File: config.mk
export PLATFORM = sky130hd
export DESIGN_NAME = opl_host_fifo_if
export DESIGN_NICKNAME = d
export VERILOG_FILES = /design/src/rtl/opl_host_fifo_if.sv
export SDC_FILE = /design/constraint.sdc
export NUM_CORES = 1
export LEC_CHECK = 0
export CAP_MARGIN = 20
export CORE_AREA = 2 2 199 162
export CTS_CLUSTER_DIAMETER = 60
export DETAILED_ROUTE_END_ITERATION = 10
export DIE_AREA = 0 0 201 164
export HOLD_SLACK_MARGIN = 0.02
export PLACE_DENSITY = 0.65
export SLEW_MARGIN = 20
export SYNTH_ARGS = -nofsm -noshare
export SYNTH_HDL_FRONTEND = slang
export SYNTH_SLANG_ARGS = --single-unit
export TNS_END_PERCENT = 100
File: constraint.sdc
create_clock -name clk -period 10.2 [get_ports clk]
set_clock_uncertainty 0.05 [all_clocks]
set_input_delay 2.04 -clock clk [delete_from_list [all_inputs] [get_ports clk]]
set_output_delay 2.04 -clock clk [all_outputs]
set_load 0.005 [all_outputs]
File: src/rtl/opl_host_fifo_if.sv
// Host write front end for NUM_CHIPS OPL3 instances: strobe decode, per-chip/bank index latches,
// write FIFO with minimum pop spacing, and status readback. Optional busy bit: OPL_HOST_BUSY_STATUS_EN.
module opl_host_fifo_if #(
  parameter int NUM_CHIPS  = 2,
  parameter int FIFO_DEPTH = 16,
  parameter int MIN_WR_GAP = 4,
  parameter int DATA_WIDTH = 8,
  localparam int CW = ($clog2(NUM_CHIPS) > 1) ? $clog2(NUM_CHIPS) : 1,
  localparam int AW = CW + 2
) (
  input  logic                            clk,
  input  logic                            ic_n,
  input  logic                            cs_n,
  input  logic                            rd_n,
  input  logic                            wr_n,
  input  logic [AW-1:0]                   address,
  input  logic [DATA_WIDTH-1:0]           din,
  output logic [DATA_WIDTH-1:0]           dout,
  input  logic [NUM_CHIPS*DATA_WIDTH-1:0] status_in,
  output logic                            reg_wr_valid,
  input  logic                            reg_wr_ready,
  output logic [CW-1:0]                   reg_wr_chip,
  output logic                            reg_wr_bank,
  output logic [DATA_WIDTH-1:0]           reg_wr_address,
  output logic [DATA_WIDTH-1:0]           reg_wr_data,
  output logic                            fifo_overflow,
  input  logic                            ovf_clr
);
  localparam int DW = DATA_WIDTH;
  localparam int PW = $clog2(FIFO_DEPTH);
  localparam int GW = (MIN_WR_GAP > 1) ? $clog2(MIN_WR_GAP) : 1;
  localparam logic [GW-1:0] GAP_RELOAD = GW'(MIN_WR_GAP - 1);
  localparam logic [PW:0]   DEPTH_C    = (PW+1)'(FIFO_DEPTH);
  localparam logic [CW:0]   NC_C       = (CW+1)'(NUM_CHIPS);

  typedef struct packed {
    logic [CW-1:0] chip;
    logic          bank;
    logic [DW-1:0] addr;
    logic [DW-1:0] data;
  } wr_ent_t;

  logic          wr_idle_q, rd_idle_q;
  logic          wr_act, rd_act, wr_stb, rd_stb;
  logic [CW-1:0] a_chip, chip_sel;
  logic          a_bank, a_port, chip_ok;

  logic [NUM_CHIPS-1:0][1:0][DW-1:0] idx_q;
  wr_ent_t       mem_q [FIFO_DEPTH];
  wr_ent_t       head, push_ent;
  logic [PW-1:0] wptr_q, rptr_q;
  logic [PW:0]   cnt_q, cnt_d;
  logic [GW-1:0] gap_q, gap_d;
  logic          ovf_q, ovf_d;
  logic [DW-1:0] dout_q, dout_d, rd_data;
  logic          full, empty, push_req, push, pop, drop, busy;

  // Strobes fire only on the first cycle of an assertion; a write masks a concurrent read.
  assign wr_act = !cs_n && !wr_n;
  assign rd_act = !cs_n && !rd_n;
  assign wr_stb = wr_act && wr_idle_q;
  assign rd_stb = rd_act && rd_idle_q && !wr_act;

  assign a_chip   = address[AW-1:2];
  assign a_bank   = address[1];
  assign a_port   = address[0];
  assign chip_ok  = {1'b0, a_chip} < NC_C;
  assign chip_sel = chip_ok ? a_chip : '0;

  assign full     = (cnt_q == DEPTH_C);
  assign empty    = (cnt_q == '0);
  assign head     = mem_q[rptr_q];
  assign push_ent = '{chip: a_chip, bank: a_bank, addr: idx_q[chip_sel][a_bank], data: din};

  assign reg_wr_valid   = !empty && (gap_q == '0);
  assign pop            = reg_wr_valid && reg_wr_ready;
  assign push_req       = wr_stb && chip_ok && a_port;
  assign push           = push_req && (!full || pop);
  assign drop           = push_req && full && !pop;

  assign reg_wr_chip    = head.chip;
  assign reg_wr_bank    = head.bank;
  assign reg_wr_address = head.addr;
  assign reg_wr_data    = head.data;
  assign fifo_overflow  = ovf_q;
  assign dout           = dout_q;

`ifdef OPL_HOST_BUSY_STATUS_EN
  logic [NUM_CHIPS-1:0] busy_vec;
  for (genvar c = 0; c < NUM_CHIPS; c++) begin : g_pend
    logic [PW:0] pend_q;
    logic        inc, dec;
    assign inc = push && (push_ent.chip == CW'(c));
    assign dec = pop && (head.chip == CW'(c));
    always_ff @(posedge clk) begin
      if (!ic_n)             pend_q <= '0;
      else if (inc && !dec)  pend_q <= pend_q + 1'b1;
      else if (dec && !inc)  pend_q <= pend_q - 1'b1;
    end
    assign busy_vec[c] = (pend_q != '0);
  end
  assign busy = busy_vec[chip_sel];
`else
  assign busy = 1'b0;
`endif

  always_comb begin
    rd_data = '1;
    if (!a_port && chip_ok)
      rd_data = status_in[chip_sel*DW +: DW] | {{(DW-1){1'b0}}, busy};
  end

  always_comb begin
    cnt_d = cnt_q;
    case ({push, pop})
      2'b10:   cnt_d = cnt_q + 1'b1;
      2'b01:   cnt_d = cnt_q - 1'b1;
      default: cnt_d = cnt_q;
    endcase
    gap_d = gap_q;
    if (pop)                gap_d = GAP_RELOAD;
    else if (gap_q != '0)   gap_d = gap_q - 1'b1;
    ovf_d = ovf_q;
    if (drop)               ovf_d = 1'b1;
    else if (ovf_clr)       ovf_d = 1'b0;
    dout_d = rd_stb ? rd_data : dout_q;
  end

  always_ff @(posedge clk) begin
    if (!ic_n) begin
      wr_idle_q <= 1'b1;
      rd_idle_q <= 1'b1;
      idx_q     <= '0;
      wptr_q    <= '0;
      rptr_q    <= '0;
      cnt_q     <= '0;
      gap_q     <= '0;
      ovf_q     <= 1'b0;
      dout_q    <= '0;
    end else begin
      wr_idle_q <= !wr_act;
      rd_idle_q <= !rd_act;
      if (wr_stb && chip_ok && !a_port) idx_q[chip_sel][a_bank] <= din;
      if (push) wptr_q <= wptr_q + 1'b1;
      if (pop)  rptr_q <= rptr_q + 1'b1;
      cnt_q  <= cnt_d;
      gap_q  <= gap_d;
      ovf_q  <= ovf_d;
      dout_q <= dout_d;
    end
  end

  // Storage needs no reset; occupancy and pointers define what is live.
  always_ff @(posedge clk) begin
    if (push) mem_q[wptr_q] <= push_ent;
  end

endmodule

==> key figures, run 1 <==
Synthesis
  – Top_reg_cell synth: edfxtp_1
  – Area leader, netlist: edfxtp_1
  – Synthesized area per cell: just under 20 µm²
  – Post-Syn Nets: 744
  – EDFF count, synth: roughly 290
  – Synth cell count leaders: edfxtp_1 (288), mux4_2 (98), dfxtp_1 (62), nor2b_1 (43), mux2i_1 (34)
  – Top cells by area, synth: edfxtp_1 (63%), mux4_2 (16%), dfxtp_1 (9.0%)
  – Seq cells post-synth: 350
  – Synthesized area: ~14000 µm²
  – Area share of the leading cell type in the synthesized netlist: 0.629
  – Ys async rst share: 0
  – Distinct cells, synth: 41
  – Sequential share of the synthesized area: 0.719
  – Top-count cell post-synth: edfxtp_1
  – Ys Warns: 0
  – Syn Inst Count: around 700

Power
  – Switch share: 0.225
  – Internal power: around 2.6 mW
  – Pwr Density: about 210 nW/µm²
  – Peak supply drop: about 0.000098 V
  – Sequential power share: 0.476
  – Total chip power: 3.39 mW
  – Clk pwr share: 0.399
  – Combinational share of power: 0.126
  – P_leak: between 5 and 6 nW
  – Switch Pwr: between 700 and 800 µW

STA
  – Tmin final: between 5000 and 6000 ps
  – Final Hold Vio Count: 0
  – Setup TNS: 0 ps
  – F_max: between 0.15 and 0.2 GHz
  – Final worst-path setup slack: between 4000 and 5000 ps
  – Tcrit/Tclk final: 0.569
  – Worst-margin pin slew: between 1000 and 1500 ps
  – RSZ-0062 raised after global routing: false
  – Max-slew violation count: 0
  – Final Setup Violations: 0
  – Max_slew headroom: 0.308

Global routing
  – Vias in the first global route: 7310
  – Tot GR Track Use: 0.181
  – First-pass GRT wire length: around 44000 µm
  – Initial antenna violation count: 0
  – Pin count of the biggest net entering global routing: 73
  – Grt total ovfl: 0

Clocking
  – Post-cts hold buffer count: 0
  – CTS Buf Count: 36
  – CTS tree: built
  – Clock buffer depth: 3
  – H-tree depth: 2
  – Clock root cell: clkbuf_16
  – Post-CTS sizing: 0
  – Worst-path clk slew: 60 ps
  – CTS Sinks: 350
  – Clk_lat worst skew: around 520 ps
  – Post-CTS setup buffer count: 0

Final layout
  – Ratio of cells with drive above 1 in the final layout: 0.244
  – P&R area growth vs syn: 17.6%
  – Fin util: 0.522
  – Fin area: approximately 16000 µm²
  – N_diodes: 0
  – NumNets Final: between 800 and 900
  – Filler Cells Inserted: about 2400

Critical path
  – WS Path Type: reg2out
  – Worst endpoint required time: between 8000 and 9000 ps
  – CP endpoint kind: primary output
  – CP max FO: 37
  – Crit path DAT: around 3700 ps
  – Startpoint types: flop

Placement
  – Dpl cell area: approximately 15000 µm²
  – Place WS: slightly below 5000 ps
  – Buffers on Ports: slightly above 60
  – Dpl hpwl: about 16000 µm
  – Routability cong.: 0.735

Detailed routing
  – DRT Wirelength: between 20000 and 30000 µm
  – Antenna Violating Nets Remaining: 0
  – Post-route DRC violation count: 0
  – Vias/cell: around 5.6
  – DR pass1 iterations: 6
  – Vias: 6848
  – DR WL/cell: approximately 24 µm
  – DR iter-0 viols: 521

Worst hold path
  – Worst min path class: reg2reg

Floorplan
  – Die Y: about 160 µm
  – Die Area: about 33000 µm²
  – Row count: 58
  – Ports: 62
  – Starting Density: 0.444
  – Die Wd: ~200 µm
  – CORE AREA: around 31000 µm²

Run status
  – Status: finished, final reports clean

Job
  – Max-Cap Viols: 0
power groups by stage:
stage          Sequential [mW]  Clock [mW]  Combinational (mW)
3_5_place_dp              1.65           0               0.432
2_1_floorplan             1.61           0               0.329
5_1_grt                   1.62        1.44               0.462
3_3_place_gp              1.64           0               0.419
4_1_cts                   1.62        1.38               0.435
6_report                  1.61        1.35               0.426
cell type report:
| class | count | area [µm²] | area share |
|---|---|---|---|
| multi-input cells | 309 | 3770 | 0.233 |
| repair buffers | 80 | 753 | 0.0465 |
| clock inverters | 19 | 236 | 0.0146 |
| well taps | 420 | 526 | 0.0325 |
| inverters | 5 | 18.8 | 0.00116 |
| clock buffers | 47 | 987 | 0.0610 |
| flip-flops and latches | 350 | 9890 | 0.611 |
state kept, by name, summed over array words and instances (netlist names), named ones only:
name / flops
wr_idle_q: 1
rd_idle_q: 1
idx_q: 32
mem_q: 288
gap_q: 2
cnt_q: 5
wptr_q: 4
dout: 8
rptr_q: 4
fifo_overflow: 1
per-stage QoR:
| stage | hold slack, ps | std cells |
|---|---|---|
| final | 450 | 1230 |
| after global routing | 464 | 1230 |
| after CTS | 453 | 1230 |
| after detailed placement | 439 | 1164 |
| after global placement | 429 | 1164 |
| after floorplan | 422 | 702 |
routing by layer:
layer / GRT usage / wire (µm) / vias to the layer above
met5: 0 / 0 / -
met4: 0.0508 / 607 / 0
met3: 0.0341 / 1630 / 48
met2: 0.308 / 14200 / 210
met1: 0.242 / 12600 / 3603
li1: - / - / 2987
critical path: stages, from the launching register on:
cell             delay (ps)
dfxtp_4                 830
buf_4                   710
mux4_2                  600
mux4_2                  520
clkdlybuf4s50_1         490
path summary, 6_finish.rpt:
path | startpoint | end | slack, ps | depth (start not counted)
hold / removal | gap_q[1] | gap_q[1] | 450 | 1
setup / recovery | flop | reg_wr_address[3] | 4390 | 4
hold reg to reg | gap_q[1] | gap_q[1] | 450 | 1
setup reg to reg | cnt_q[1] | cnt_q[4] | 7380 | 9
logic make-up (layout without fill, tap and decap cells):
family,Yosys count,after routing,synth area share
compound gates,37,37,0.0188
xor+xnor,8,8,0.00509
fa+ha+maj,8,8,0.00728
buf+inv,43,151,0.0129
flops,350,350,0.719
mux,135,135,0.188
simple gates,121,121,0.0491
layout by cell type, fill, tap and decap left out, types with 4 or more instances in the layout:
master and count:
xnor2_1 5, dfxtp_1 60, mux4_2 98, a21oi_1 6, clkbuf_16 37, bufinv_16 5, clkdlybuf4s50_1 61, edfxtp_1 288
inv_1 5, a2111oi_0 8, nor3_2 4, clkbuf_1 7, clkinv_1 5, nor2_2 7, nor2_4 5, a21boi_0 7
nand2_1 17, mux2i_1 34, nor2b_1 43, o21ai_0 11, nor2_1 12, buf_4 19, and2_1 8, ha_1 8
(Power assumes the default switching activity.)
==> run 2, diff against run 1 <==
--- a/config.mk
+++ b/config.mk
@@ -11,7 +11,7 @@
 export DETAILED_ROUTE_END_ITERATION = 10
 export DIE_AREA = 0 0 201 164
 export HOLD_SLACK_MARGIN = 0.02
-export PLACE_DENSITY = 0.65
+export PLACE_DENSITY = 0.67
 export SLEW_MARGIN = 20
 export SYNTH_ARGS = -nofsm -noshare
 export SYNTH_HDL_FRONTEND = slang
==> constraint.sdc (replaced) <==
create_clock -name clk -period 5.3 [get_ports clk]
set_clock_uncertainty 0.05 [all_clocks]
set_input_delay 1.06 -clock clk [delete_from_list [all_inputs] [get_ports clk]]
set_output_delay 1.06 -clock clk [all_outputs]
set_load 0.005 [all_outputs]
==> key figures, run 2 (synthesis gave the netlist of run 1 again) <==
STA
  – F_max: roughly 0.23 GHz
  – Setup TNS: 0 ps
  – Final Setup Violations: 0
  – Worst-margin pin slew: 1050 ps
  – Final worst-path setup slack: 958 ps
  – Tcrit/Tclk final: 0.819
  – Final Hold Vio Count: 0
  – RSZ-0062 raised after global routing: false
  – Max-slew violation count: 0
  – Tmin final: 4340 ps
  – Final hold slack: between 400 and 500 ps
  – Max_slew headroom: 0.297

Clocking
  – CTS tree: built
  – H-tree depth: 2
  – Post-CTS setup buffer count: 0
  – Post-cts hold buffer count: 0
  – Clk_lat worst skew: 510 ps
  – Clock buffer depth: 3
  – Worst-path clk slew: roughly 60 ps
  – CTS Sinks: 350
  – CTS Buf Count: 35
  – Clock root cell: clkbuf_16
  – Post-CTS sizing: 0

Floorplan
  – Row count: 58
  – Starting Density: 0.444
  – Ports: a little over 60
  – CORE AREA: between 30000 and 40000 µm²
  – Die Area: ~33000 µm²
  – Die Y: approximately 160 µm
  – Die Wd: roughly 200 µm

Critical path
  – CP endpoint kind: primary output
  – Startpoint types: flop
  – WS Path Type: reg2out
  – R2R depth: 6
  – CP max FO: 38
  – Worst endpoint required time: 4190 ps
  – Crit path DAT: 3230 ps

Detailed routing
  – DR pass1 iterations: 6
  – DR iter-0 viols: 660
  – DRT Wirelength: 29200 µm
  – Vias: approximately 7000
  – DR WL/cell: approximately 24 µm
  – Antenna Violating Nets Remaining: 0
  – Post-route DRC violation count: 0
  – Vias/cell: about 5.6

Placement
  – Place WS: 1100 ps
  – Buffers on Ports: 61
  – Dpl hpwl: 18200 µm
  – Dpl cell area: between 10000 and 15000 µm²
  – Routability cong.: ~0.78

Global routing
  – First-pass GRT wire length: between 40000 and 50000 µm
  – Grt total ovfl: 0
  – Initial antenna violation count: 0
  – Pin count of the biggest net entering global routing: 64
  – Vias in the first global route: between 7000 and 8000
  – Tot GR Track Use: 0.184

Final layout
  – Most common cell after layout, fill and taps aside: edfxtp_1
  – Multi-input gate area in the final layout: roughly 3700 µm²
  – Largest register FFs: approximately 290
  – Ratio of cells with drive above 1 in the final layout: 0.235
  – Filler Cells Inserted: about 2400
  – NumNets Final: a little over 800
  – Fin area: approximately 16000 µm²
  – Reg with most FFs: mem_q
  – Commonest non-fill, non-tap cells in the layout: edfxtp_1 (288), mux4_2 (98), clkdlybuf4s50_1 (61)
  – N_diodes: 0
  – Register Area: ~10000 µm²
  – P&R area growth vs syn: 16.7%

Worst hold path
  – Hold Path Depth: 2
  – Worst min path class: reg2reg

Job
  – Max-Cap Viols: 0

Power
  – Peak supply drop: roughly 0.00020 V
  – P_leak: 5.11 nW
  – Pwr Density: between 300 and 400 nW/µm²
  – Total chip power: 6.33 mW

Run status
  – Status: finished, final reports clean
run 2: cell types whose count changed in the layout (fill, tap and decap cells not counted), sizes merged:
cell      before  now
buf           19   20
clkinv         8   14
clkbuf        47   46
inv            9    6
bufinv         5    2
clkinvlp       2    1
run 2: final timing paths:
check / from / end / slack [ps]
min: fifo_overflow / fifo_overflow / 440
min reg2reg: fifo_overflow / fifo_overflow / 440
max: flop / reg_wr_data[4] / 960
max reg2reg: gap_q[0] / mem_q[11][9] / 2510
run 2: critical path, stage by stage (launching register included):
cell,delay [ps]
dfxtp_2,980
buf_12,330
mux4_2,390
mux4_2,510
clkdlybuf4s50_1,470
run 2: report_power, final:
group          internal, mW  switching [mW]  total, mW
Clock                  1.35           0.991       2.34
Sequential             3.01          0.0956       3.11
Combinational         0.493           0.387      0.880
Total                  4.85            1.47       6.33
run 2: final cells by class:
class                   instances  area share
repair buffers                 81      0.0490
flip-flops and latches        350       0.616
multi-input cells             309       0.233
clock inverters                18     0.00912
inverters                       5     0.00117
well taps                     420      0.0327
clock buffers                  46      0.0585
run 2: stage by stage:
step,cells,util
final,1229,0.518
after global routing,1229,0.518
after CTS,1229,0.518
after detailed placement,1165,0.483
after global placement,1165,0.483
after floorplan,702,-
run 2: routing by layer:
layer  share of wire  track usage
met1            0.45        0.266
met2            0.47        0.294
met3           0.068       0.0341
met4          0.0095       0.0380
met5               0            0
==> run 3, diff against run 2 <==
==> constraint.sdc (replaced) <==
create_clock -name clk -period 3.8 [get_ports clk]
set_clock_uncertainty 0.05 [all_clocks]
set_input_delay 0.76 -clock clk [delete_from_list [all_inputs] [get_ports clk]]
set_output_delay 0.76 -clock clk [all_outputs]
set_load 0.005 [all_outputs]
==> key figures, run 3 (synthesis gave the netlist of run 1 again) <==
Critical path
  – R2R Path End: cnt_q[2]
  – Reg-to-reg slack, setup: 850 ps
  – R2R depth: 8
  – WS Path Type: reg2out
  – Crit path DAT: about 2900 ps
  – CP endpoint kind: primary output
  – Startpoint types: flop
  – CP max FO: between 40 and 50
  – Worst reg2reg startpoint: cnt_q[1]
  – CP max stage delay: ~610 ps
  – CP max stage cell: mux4_2
  – CP dominant cell by count: mux4_2
  – Critical Path, Cell by Cell: buf_12 > mux4_2 > mux4_2 > clkdlybuf4s50_1
  – Worst endpoint required time: ~3000 ps

Detailed routing
  – Vias: ~6900
  – DRT Wirelength: 28800 µm
  – DR WL/cell: roughly 23 µm
  – Antenna Violating Nets Remaining: 0
  – DR iter-0 viols: ~630
  – Vias/cell: around 5.6
  – Post-route DRC violation count: 0
  – DR pass1 iterations: 5

Clocking
  – CTS tree: built
  – Clk_lat worst skew: 510 ps
  – Clock root cell: clkbuf_16
  – Post-CTS setup buffer count: 0
  – Worst-path clk slew: ~60 ps
  – H-tree depth: 2
  – CTS Buf Count: 34
  – Clock buffer depth: 3
  – CTS Sinks: 350

STA
  – Tmin final: 3680 ps
  – Final worst-path setup slack: 121 ps
  – RSZ-0062 raised after global routing: false
  – Tcrit/Tclk final: 0.968
  – Max-slew violation count: 0
  – Final Setup Violations: 0
  – Worst-margin pin slew: approximately 900 ps
  – F_max: between 0.2 and 0.3 GHz
  – Setup TNS: 0 ps
  – Final Hold Vio Count: 0
  – Max_slew headroom: 0.390

Floorplan
  – Row count: 58
  – Starting Density: 0.444
  – Die Wd: about 200 µm
  – Die Y: about 160 µm
  – CORE AREA: roughly 31000 µm²
  – Ports: 62
  – Die Area: 33000 µm²

Power
  – P_leak: 5.19 nW
  – Total chip power: 8.83 mW
  – Peak supply drop: about 0.00027 V
  – Pwr Density: 546 nW/µm²

Worst hold path
  – Worst min path class: reg2reg
  – WHS Endpoint: gap_q[1]
  – Hold Path Depth: 1
  – Hold_sp: gap_q[1]

Placement
  – Dpl cell area: 15100 µm²
  – Placed Cells: ~1200
  – Dpl hpwl: 18200 µm
  – Routability cong.: between 0.8 and 0.9
  – Buffers on Ports: 61
  – Place WS: between 300 and 400 ps

Final layout
  – NumNets Final: roughly 840
  – Most common cell after layout, fill and taps aside: edfxtp_1
  – N_diodes: 0
  – P&R area growth vs syn: 17.4%
  – Ratio of cells with drive above 1 in the final layout: 0.255
  – Largest register FFs: approximately 290
  – Commonest non-fill, non-tap cells in the layout: edfxtp_1 (288), mux4_2 (98), clkdlybuf4s50_1 (61)
  – Layout Cells excl Fill: 1236
  – Fin area: 16200 µm²
  – Reg with most FFs: mem_q

Global routing
  – Grt total ovfl: 0
  – First-pass GRT wire length: roughly 44000 µm
  – Pin count of the biggest net entering global routing: 73
  – Initial antenna violation count: 0
  – Tot GR Track Use: 0.178
  – Vias in the first global route: approximately 7200

Run status
  – Status: finished, final reports clean

Job
  – Max-Cap Viols: 0
==> run 3: changes by cell type in the layout (fill, tap and decap cells not counted) <==
cell,before,now
clkbuf_16,36,35
clkbuf_1,10,5
clkinv_8,1,0
inv_6,1,2
inv_8,0,1
buf_6,0,1
clkbuf_8,0,4
buf_4,18,31
clkinv_1,9,3
==> run 3: through the flow <==
stage           util  hold slack (ps)
3_5_place_dp   0.486              429
4_1_cts        0.521              452
3_3_place_gp   0.486              427
5_1_grt        0.521              463
6_report       0.521              449
2_1_floorplan      -              422
==> run 3: cell type report <==
cell class / instances / area (µm²)
Fill cell: 2433 / 14800
Timing Repair Buffer: 95 / 895
Sequential cell: 350 / 9890
Inverter: 5 / 18.8
Tap cell: 420 / 526
Clock buffer: 44 / 950
Multi-Input combinational cell: 309 / 3740
Clock inverter: 13 / 128
==> run 3: what timing repair did <==
action                                  CTS  global route
hold buffers                              0             0
endpoints found under the hold margin     0             0
gates resized for setup                   0             1
endpoints found under the setup margin    0             9
==> run 3: worst max-delay path by stage <==
stage                                end  slack (ps)  startpoint  depth (start not counted)
after floorplan              mem_q[3][0]         400  address[0]                          5
after global placement      mem_q[3][12]         470  address[0]                          6
after detailed placement     mem_q[7][8]         320  address[0]                          6
after CTS                 reg_wr_data[4]          10        flop                          4
after global routing      reg_wr_data[7]          20        flop                          4
final                     reg_wr_data[4]         120        flop                          4
==> run 3: report_power, final <==
group / internal [mW] / switching, mW
Clock: 1.90 / 1.35
Combinational: 0.692 / 0.610
Sequential: 4.20 / 0.0705
Total: 6.79 / 2.03
==> run 3: per-layer routing <==
layer / GRT usage / vias up / wire length, µm
met5: 0 / - / 0
met3: 0.0337 / 36 / 2060
li1: - / 3005 / -
met2: 0.278 / 261 / 13300
met1: 0.260 / 3606 / 13000
met4: 0.0431 / 0 / 448
==> run 3: worst max-delay path: cells and delay by family (launching register included) <==
kind / cells / cell delay, ps
flops: 1 / 360
buf+inv: 2 / 810
mux: 2 / 1120
